==> src/rtl/alu_operand_entry_if.sv <==
// Operation bus between the operand entry front end and the ALU.
// The entry block drives the operands/opcode and valid; the ALU side returns ready.
interface alu_operand_entry_if;
  logic [31:0] porta;
  logic [31:0] portb;
  logic [3:0]  aluop;
  logic        op_valid;
  logic        op_ready;

  modport master (
    output porta,
    output portb,
    output aluop,
    output op_valid,
    input  op_ready
  );

  modport slave (
    input  porta,
    input  portb,
    input  aluop,
    input  op_valid,
    output op_ready
  );
endinterface

==> src/rtl/alu_operand_entry.sv <==
// Board key/switch front end for the ALU test harness: synchronizes and
// debounces keys, sequences A/B/opcode captures and issues them with valid/ready.
//
// state  | meaning
// CAP_A  | waiting for ENTER to capture operand A
// CAP_B  | waiting for ENTER to capture operand B
// CAP_OP | waiting for ENTER to capture the opcode and raise op_valid
// ISSUE  | op_valid high, waiting for op_ready (ENTER ignored)
module alu_operand_entry #(
  parameter int DEBOUNCE_CYCLES = 500000,
  parameter int CNT_W           = 20
) (
  input  logic                CLK,
  input  logic                nRST,
  input  logic [3:0]          KEY,
  input  logic [17:0]         SW,
  alu_operand_entry_if.master alu,
  output logic [1:0]          stage,
  output logic [3:0]          key_evt
);

  typedef enum logic [1:0] {
    CAP_A  = 2'b00,
    CAP_B  = 2'b01,
    CAP_OP = 2'b10,
    ISSUE  = 2'b11
  } state_t;

  logic [3:0]            key_s1_q, key_s2_q;
  logic [16:0]           sw_s1_q, sw_s2_q;
  logic [3:0][CNT_W-1:0] cnt_q, cnt_d;
  logic [3:0]            stable_q, stable_d;
  logic [3:0]            stable_dly_q;
  logic [3:0]            key_evt_q;

  state_t      state_q, state_d;
  logic [31:0] porta_q, porta_d;
  logic [31:0] portb_q, portb_d;
  logic [3:0]  aluop_q, aluop_d;
  logic        valid_q, valid_d;

  logic        enter, clear;
  logic [31:0] operand;
  logic        unused_sw17;

  assign unused_sw17 = SW[17];

  // Two-flop synchronizers; keys park at the released level while in reset.
  always_ff @(posedge CLK or negedge nRST) begin
    if (!nRST) begin
      key_s1_q <= 4'hF;
      key_s2_q <= 4'hF;
      sw_s1_q  <= '0;
      sw_s2_q  <= '0;
    end else begin
      key_s1_q <= KEY;
      key_s2_q <= key_s1_q;
      sw_s1_q  <= SW[16:0];
      sw_s2_q  <= sw_s1_q;
    end
  end

  // Per-key debounce: the stable level flips only after DEBOUNCE_CYCLES differing samples.
  always_comb begin
    stable_d = stable_q;
    cnt_d    = '0;
    for (int i = 0; i < 4; i++) begin
      if (key_s2_q[i] != stable_q[i]) begin
        if (cnt_q[i] == CNT_W'(DEBOUNCE_CYCLES - 1)) begin
          stable_d[i] = ~stable_q[i];
        end else begin
          cnt_d[i] = cnt_q[i] + CNT_W'(1);
        end
      end
    end
  end

  // Debounce state plus a one-cycle delayed copy used to spot press edges.
  always_ff @(posedge CLK or negedge nRST) begin
    if (!nRST) begin
      cnt_q        <= '0;
      stable_q     <= 4'hF;
      stable_dly_q <= 4'hF;
      key_evt_q    <= '0;
    end else begin
      cnt_q        <= cnt_d;
      stable_q     <= stable_d;
      stable_dly_q <= stable_q;
      key_evt_q    <= stable_dly_q & ~stable_q;
    end
  end

  assign enter   = key_evt_q[0];
  assign clear   = key_evt_q[3];
  assign operand = {{16{sw_s2_q[16]}}, sw_s2_q[15:0]};

  // Capture sequencing; CLEAR overrides everything and leaves captured values intact.
  always_comb begin
    state_d = state_q;
    porta_d = porta_q;
    portb_d = portb_q;
    aluop_d = aluop_q;
    valid_d = valid_q;
    if (clear) begin
      valid_d = 1'b0;
      state_d = CAP_A;
    end else begin
      case (state_q)
        CAP_A: if (enter) begin
          porta_d = operand;
          state_d = CAP_B;
        end
        CAP_B: if (enter) begin
          portb_d = operand;
          state_d = CAP_OP;
        end
        CAP_OP: if (enter) begin
          aluop_d = sw_s2_q[3:0];
          valid_d = 1'b1;
          state_d = ISSUE;
        end
        ISSUE: if (valid_q && alu.op_ready) begin
          valid_d = 1'b0;
          state_d = CAP_A;
        end
        default: state_d = CAP_A;
      endcase
    end
  end

  // FSM and capture registers.
  always_ff @(posedge CLK or negedge nRST) begin
    if (!nRST) begin
      state_q <= CAP_A;
      porta_q <= '0;
      portb_q <= '0;
      aluop_q <= '0;
      valid_q <= 1'b0;
    end else begin
      state_q <= state_d;
      porta_q <= porta_d;
      portb_q <= portb_d;
      aluop_q <= aluop_d;
      valid_q <= valid_d;
    end
  end

  assign alu.porta    = porta_q;
  assign alu.portb    = portb_q;
  assign alu.aluop    = aluop_q;
  assign alu.op_valid = valid_q;
  assign stage        = state_q;
  assign key_evt      = key_evt_q;

endmodule

==> src/flat_wrapper.sv <==
// flat-port wrapper written by rule: the top's interface ports become plain ports
module alu_operand_entry_flat 
#(
  parameter int DEBOUNCE_CYCLES = 500000,
  parameter int CNT_W           = 20
)
  (CLK, nRST, KEY, SW, stage, key_evt, alu_porta, alu_portb, alu_aluop, alu_op_valid, alu_op_ready);
  alu_operand_entry_if alu_i ();
  input  logic CLK;
  input  logic nRST;
  input  logic [3:0] KEY;
  input  logic [17:0] SW;
  output logic [1:0] stage;
  output logic [3:0] key_evt;
  output wire logic [$bits(alu_i.porta)-1:0] alu_porta;
  output wire logic [$bits(alu_i.portb)-1:0] alu_portb;
  output wire logic [$bits(alu_i.aluop)-1:0] alu_aluop;
  output wire logic [$bits(alu_i.op_valid)-1:0] alu_op_valid;
  input wire logic [$bits(alu_i.op_ready)-1:0] alu_op_ready;
  assign alu_porta = alu_i.porta;
  assign alu_portb = alu_i.portb;
  assign alu_aluop = alu_i.aluop;
  assign alu_op_valid = alu_i.op_valid;
  assign alu_i.op_ready = alu_op_ready;
  alu_operand_entry #(.DEBOUNCE_CYCLES(DEBOUNCE_CYCLES), .CNT_W(CNT_W)) u_core (.CLK(CLK), .nRST(nRST), .KEY(KEY), .SW(SW), .alu(alu_i), .stage(stage), .key_evt(key_evt));
endmodule
==> config.mk <==
export PLATFORM = sky130hd
export DESIGN_NAME = alu_operand_entry_flat
export DESIGN_NICKNAME = d
export VERILOG_FILES = /design/src/rtl/alu_operand_entry_if.sv /design/src/rtl/alu_operand_entry.sv /design/src/flat_wrapper.sv
export SDC_FILE = /design/constraint.sdc
export NUM_CORES = 1
export LEC_CHECK = 0
export ABC_AREA = 1
export CAP_MARGIN = 40
export CORE_UTILIZATION = 35
export CTS_BUF_LIST = sky130_fd_sc_hd__clkbuf_4
export CTS_CLUSTER_SIZE = 12
export DETAILED_ROUTE_END_ITERATION = 16
export MAX_ROUTING_LAYER = met4
export PLACE_DENSITY = 0.67
export SLEW_MARGIN = 0
export SYNTH_ARGS = -nofsm -noshare
export SYNTH_HDL_FRONTEND = slang
export SYNTH_SLANG_ARGS = --single-unit
==> constraint.sdc <==
create_clock -name CLK -period 1.3 [get_ports CLK]
set_input_delay 0.13 -clock CLK [delete_from_list [all_inputs] [get_ports CLK]]
set_output_delay 0.13 -clock CLK [all_outputs]
set_load 0.01 [all_outputs]
==> impl_metrics.ini, run 1 <==
[logic_synthesis]
ys_ff_latch = 175
yosysUniqueCellTypes = 31
syn_inst = 949
ys_seq_area_frac = 0.542
yosysTopAreaCellShare = 0.490
yosysWarnings = 0
synth_nets = 982
syn_area_um2 = 8110
avgSynthCellArea_um2 = 8.55
synth_area_leaders = dfrtp_1, nand2_1, nor2_1, dfstp_2, inv_1
yosys.area.top_type = dfrtp_1

[place]
globalplace.congestion = 0.852
pre_cts_slack_ns = -0.0840
dp_hpwl_mm = 12.8
dpl.cell_count = 1375
portBuffers = 98

[die]
fp.dieH_um = 154
num_rows = 55
io_pins = 100
die_area_um2 = 23800
start_util = 0.357
die_w_um = 154
core_um2 = 22700

[sta]
worst_slew_pin_slew_ns = 0.384
rsz0062_at_grt = true
setup_viol = 100
worst_slack_ns = -0.185
slew_headroom = 0.744
min_period_over_period = 1.14
finalHoldViolations = 0
holdWs_ns = 0.0677
finalSetupTns_ns = -9.82
fin_crit_ns = 1.49
finalClockSkew_ns = 0.0342
slew_viol_final = 0
timing.fmax_mhz = 673

[clock_tree]
clock_sinks = 175
cts_tree = built
cts_buffer_depth = 2
path_clk_slew_ns = 0.18
clk_latency_ns = 0.60
numCtsBuffers = 17
clockRootBuffer = clkbuf_4
cts_htree_levels = 4

[cells_and_area]
final_common_cell = dfrtp_1
drive_above_1_share = 0.491
layout.nets = 1253
areaGrowthSynthToFinish_pct = 53.7
fill_cells = 1915
mostFrequentLayoutCells = dfrtp_1, nand2_1, nor2_1, buf_4, inv_1
finalNonFillerCells = 1519

[setup_path]
cp.required_ns = 1.83
critPathLaunchType = flop
rrSetupSlack_ns = -0.19
crit_fanout = 6
arrival_ns = 2.01
path_class = flop to flop
r2r_end = u_core.alu.portb[6]$_DFFE_PN0P_
reg2regPathDepth = 7
r2r-start = u_core.stage[0]$_DFFE_PN0P_
crit_path_end_kind = flop

[worst_hold_path]
min_delay_path_depth = 1
hold_path_class = primary input to flop
min-delay-start = SW[1]
min_to = u_core.sw_s1_q[1]$_DFF_PN0_

[routing]
drc = 0
dr.first_iter.drc_count = 331
wirelength_mm = 22.0
drtPass1Iterations = 5
wire_per_inst_um = 14.5
routed-via-count = 7031
ant_nets = 0
avgViaCountPerCell = 4.63

[pwr]
ir_drop_mv = 0.657
total_leakage_power_nw = 5.77
p_per_area_nw_per_um2 = 738

[global_routing]
grt_first_pass_wirelength_mm = 31.7
use_met1 = 0.222
grtUsageTotal = 0.173
grt_max_degree = 40
gr-total-overflow = 0
use_met2 = 0.282
antenna_found_initial = 1
grt_pass1_vias = 6490
top_usage_layer = met2
use_met3 = 0.0297

[outcome]
status = complete, but fails checks
violations = negative setup slack

[flow_run]
maxCapViolCount = 0
[timing repair]
item                                   CTS  global route
gates cloned                             5             5
pin swaps                               30           110
setup buffers                           25            58
resized for setup                      449           335
setup endpoints to repair              136           185
hold buffers                            20             1
endpoints found under the hold margin  190             1
[metal layers]
layer | part of all wire | wire length (um)
met2 | 0.52 | 11300
met1 | 0.43 | 9550
met4 | 0.015 | 323
met3 | 0.035 | 770
met5 | 0 | 0
[cell usage after synthesis]
library cell / n
nand2_2: 18
xnor2_2: 1
nand3_1: 55
a21oi_1: 8
clkbuf_1: 7
nor3_1: 13
o21ai_1: 4
a22oi_1: 1
buf_4: 30
nor2_4: 11
inv_1: 108
nor3_2: 2
and2_1: 2
o211ai_1: 1
ha_1: 8
xor2_1: 16
xnor2_1: 17
nor2_2: 17
o21bai_1: 1
nor3b_1: 4
dfrtp_1: 159
inv_2: 4
buf_2: 1
nand2_1: 196
nand4_1: 9
nand3_2: 1
nor2_1: 181
dfstp_2: 16
nand3b_1: 4
xor2_2: 2
o21ai_0: 52
[cell type report]
type                            instances  area (um^2)  area share
Tap cell                              285          357      0.0286
Clock inverter                         15          144      0.0115
Sequential cell                       175         4430       0.355
Multi-Input combinational cell        624         4240       0.340
Clock buffer                           17          128      0.0102
Inverter                              112          444      0.0356
Timing Repair Buffer                  290         2720       0.218
Antenna cell                            1         2.50    0.000201
[critical path: stages (launching register included)]
cell       delay, ns
dfrtp_2         0.45
buf_6           0.15
buf_12          0.12
ha_4            0.15
nand3_4         0.19
clkbuf_16       0.21
nand2_2         0.05
o21ai_1         0.10
[flip-flops by register name, indices dropped and copies added, names as in the netlist, 17 cells and up]
name,count
u_core.alu.porta,17
u_core.sw_s2_q,17
u_core.cnt_q,80
u_core.alu.portb,17
u_core.sw_s1_q,17
[power by group]
group	internal (mW)	switching, mW
Combinational	0.258	0.302
Clock	0.864	2.17
Sequential	5.55	0.0548
[how the worst max path moves through the flow]
| stage | start | to | cells past startpoint |
|---|---|---|---|
| 2_1_floorplan | u_core.stage[1]$_DFFE_PN0P_ | u_core.alu.porta[3]$_DFFE_PN0P_ | 6 |
| 3_3_place_gp | u_core.alu.portb[16]$_DFFE_PN0P_ | alu_portb[26] | 1 |
| 3_5_place_dp | u_core.cnt_q[0]$_DFF_PN0_ | u_core.cnt_q[18]$_DFF_PN0_ | 9 |
| 4_1_cts | u_core.alu.portb[16]$_DFFE_PN0P_ | alu_portb[21] | 2 |
| 5_1_grt | u_core.stage[0]$_DFFE_PN0P_ | u_core.alu.portb[6]$_DFFE_PN0P_ | 7 |
| 6_report | u_core.stage[0]$_DFFE_PN0P_ | u_core.alu.portb[6]$_DFFE_PN0P_ | 7 |
[metrics by stage]
stage	utilization	instance area, um^2	power, mW
2_1_floorplan	-	8120	5.80
3_3_place_gp	0.435	9880	6.10
3_5_place_dp	0.435	9880	6.11
4_1_cts	0.474	10800	9.22
5_1_grt	0.549	12500	9.61
6_report	0.549	12500	9.20
[cell families (layout without fill, tap and decap cells)]
logic type,Yosys count,after routing,synth area share
xor+xnor,36,36,0.0416
flops,175,175,0.542
other cells,0,1,0
buf+inv,150,434,0.0834
simple gates,513,513,0.278
fa+ha+maj,8,8,0.0123
compound gates,67,67,0.0423
No activity file was read; power rests on OpenSTA's default activity.
==> inputs of run 2 (changes only) <==
- CTS_CLUSTER_SIZE: 12 -> not set
- HOLD_SLACK_MARGIN: not set -> 0.05
- PLACE_DENSITY: 0.67 -> 0.65
- clock period: 1.3 -> 1.8 ns (I/O delays scaled with it)
==> run 2 against run 1 <==
Against the previous run: the flow now finishes without violations; critical path type is now flop to output pin; first-iteration DRC count up 10%; sequential cell count unchanged; register-to-register slack better by 0.45 ns; critical endpoint is now alu_portb[0]; largest power group unchanged; highest routed layer unchanged; cell count down 9.9%; wire length decreased by 26%; global-route usage shrank 2.2 points; die area unchanged.
==> impl_metrics.ini, run 2 (synthesized netlist as in run 1, its figures left out) <==
[setup_path]
cp.required_ns = 1.62
critPathLaunchType = flop
crit_fanout = 2
r2r_end = u_core.stage[1]$_DFFE_PN0P_
r2r-start = u_core.stage[0]$_DFFE_PN0P_
path_class = flop to output pin
critPathSlowestCell = clkdlybuf4s50_1
path_buf_inv = 1
critical_path.cell_chain = clkdlybuf4s50_1
max_stage_delay_ns = 0.56
arrival_ns = 1.53
crit_path_end_kind = output pin
path_delay_family = buffers and inverters
rrSetupSlack_ns = 0.26
reg2regPathDepth = 7

[pwr]
total_power_mw = 6.71
pwr-share-clk = 0.354
switchingPower_mw = 1.87
ir_drop_mv = 0.370
p_seq_frac = 0.602
combPwrFrac = 0.044
total_leakage_power_nw = 4.69
swShare = 0.279
p_int_mw = 4.84
p_per_area_nw_per_um2 = 674

[worst_hold_path]
min_delay_path_depth = 0
min_to = u_core.sw_s2_q[16]$_DFF_PN0_
hold_path_class = flop to flop
min-delay-start = u_core.sw_s1_q[16]$_DFF_PN0_

[cells_and_area]
final_common_cell = nand2_1
drive_above_1_share = 0.117
areaGrowthSynthToFinish_pct = 22.7
largest_reg_flops = 80
mostFrequentLayoutCells = nand2_1, nor2_1, dfrtp_1
largest-register = u_core.cnt_q
fill_cells = 2280
layout.nets = 1102

[clock_tree]
cts_htree_levels = 4
path_clk_slew_ns = 0.17
clk_latency_ns = 0.59
clock_sinks = 175
numCtsBuffers = 17
clockRootBuffer = clkbuf_4
cts_tree = built
cts_buffer_depth = 2

[die]
die_w_um = 154
num_rows = 55
io_pins = 100
start_util = 0.357
die_area_um2 = 23800
fp.dieH_um = 154
core_um2 = 22700

[routing]
drc = 0
wirelength_mm = 16.3
wire_per_inst_um = 11.9
dr.first_iter.drc_count = 365
avgViaCountPerCell = 4.46
drtPass1Iterations = 4
routed-via-count = 6097
ant_nets = 0

[sta]
finalSetupTns_ns = 0
finalHoldViolations = 0
finalClockSkew_ns = 0.0284
worst_slew_pin_slew_ns = 0.422
fin_crit_ns = 1.71
slew_viol_final = 0
min_period_over_period = 0.953
rsz0062_at_grt = false
timing.fmax_mhz = 583
setup_viol = 0
worst_slack_ns = 0.0851
slew_headroom = 0.718

[global_routing]
grtUsageTotal = 0.151
gr-total-overflow = 0
grt_first_pass_wirelength_mm = 28.1
grt_max_degree = 57
grt_pass1_vias = 5904
antenna_found_initial = 1

[outcome]
status = finished, final reports clean

[place]
globalplace.congestion = 0.873
portBuffers = 98
dp_hpwl_mm = 11.6
pre_cts_slack_ns = 0.267

[flow_run]
maxCapViolCount = 0
## run 2: cell types whose count changed in the layout (fill, tap and decap cells not counted), sizes merged
cell	before	now
dlygate4sd3	21	23
dlymetal6s2s	0	11
clkdlybuf4s50	22	50
buf	242	19
inv	120	118
clkinv	6	8
dlygate4sd2	0	36
clkbuf	22	17
## run 2: through the flow
stage	area (um^2)	util	cells	hold slack, ns
floorplan	8110	-	949	-0.116
global placement	9320	0.410	1302	0.108
detailed placement	9320	0.410	1302	0.108
CTS	9890	0.436	1363	0.354
global route	9950	0.438	1368	0.365
finish	9950	0.438	1368	0.349
## run 2: power groups by stage
stage,logic [mW],registers [mW],clock network [mW]
finish,0.292,4.04,2.38
global placement,0.254,4.11,0
CTS,0.306,4.04,2.49
global route,0.336,4.05,2.63
floorplan,0.0829,4.11,0
detailed placement,0.256,4.11,0
## run 2: layout make-up
type,instances,area (um^2),area share
repair buffers,139,1400,0.141
diodes,1,2.50,0.000251
multi-input cells,624,3040,0.305
clock buffers,17,128,0.0128
clock inverters,15,205,0.0206
inverters,112,420,0.0422
flip-flops and latches,175,4400,0.442
well taps,285,357,0.0358
## run 2: how the worst max path moves through the flow
stage	startpoint	endpoint	slack, ns	cells after the start
2_1_floorplan	u_core.stage[0]$_DFFE_PN0P_	u_core.stage[0]$_DFFE_PN0P_	0.36	8
3_3_place_gp	u_core.stage[0]$_DFFE_PN0P_	u_core.stage[1]$_DFFE_PN0P_	0.27	8
3_5_place_dp	u_core.stage[0]$_DFFE_PN0P_	u_core.stage[1]$_DFFE_PN0P_	0.27	8
4_1_cts	u_core.alu.porta[15]$_DFFE_PN0P_	alu_porta[15]	0.003	1
5_1_grt	u_core.alu.porta[9]$_DFFE_PN0P_	alu_porta[9]	0.006	1
6_report	u_core.alu.portb[0]$_DFFE_PN0P_	alu_portb[0]	0.09	1
## run 2: what timing repair did
action / in CTS / in global routing
endpoints found under the hold margin: 188 / 0
resized for setup: 41 / 11
setup buffers: 5 / 4
setup endpoints to repair: 37 / 12
hold buffers: 24 / 0
## run 2: routing by layer
layer / global-route usage / up-vias / share of wire
li1: - / 3157 / -
met1: 0.194 / 2824 / 0.49
met2: 0.241 / 105 / 0.47
met3: 0.0297 / 11 / 0.031
met4: 0.0443 / 0 / 0.011
met5: - / - / 0
==> inputs of run 3 (changes only) <==
- CTS_CLUSTER_DIAMETER: not set -> 80
==> results of run 3 <==
No change in the layout: final DEF, timing and power equal those of run 2.
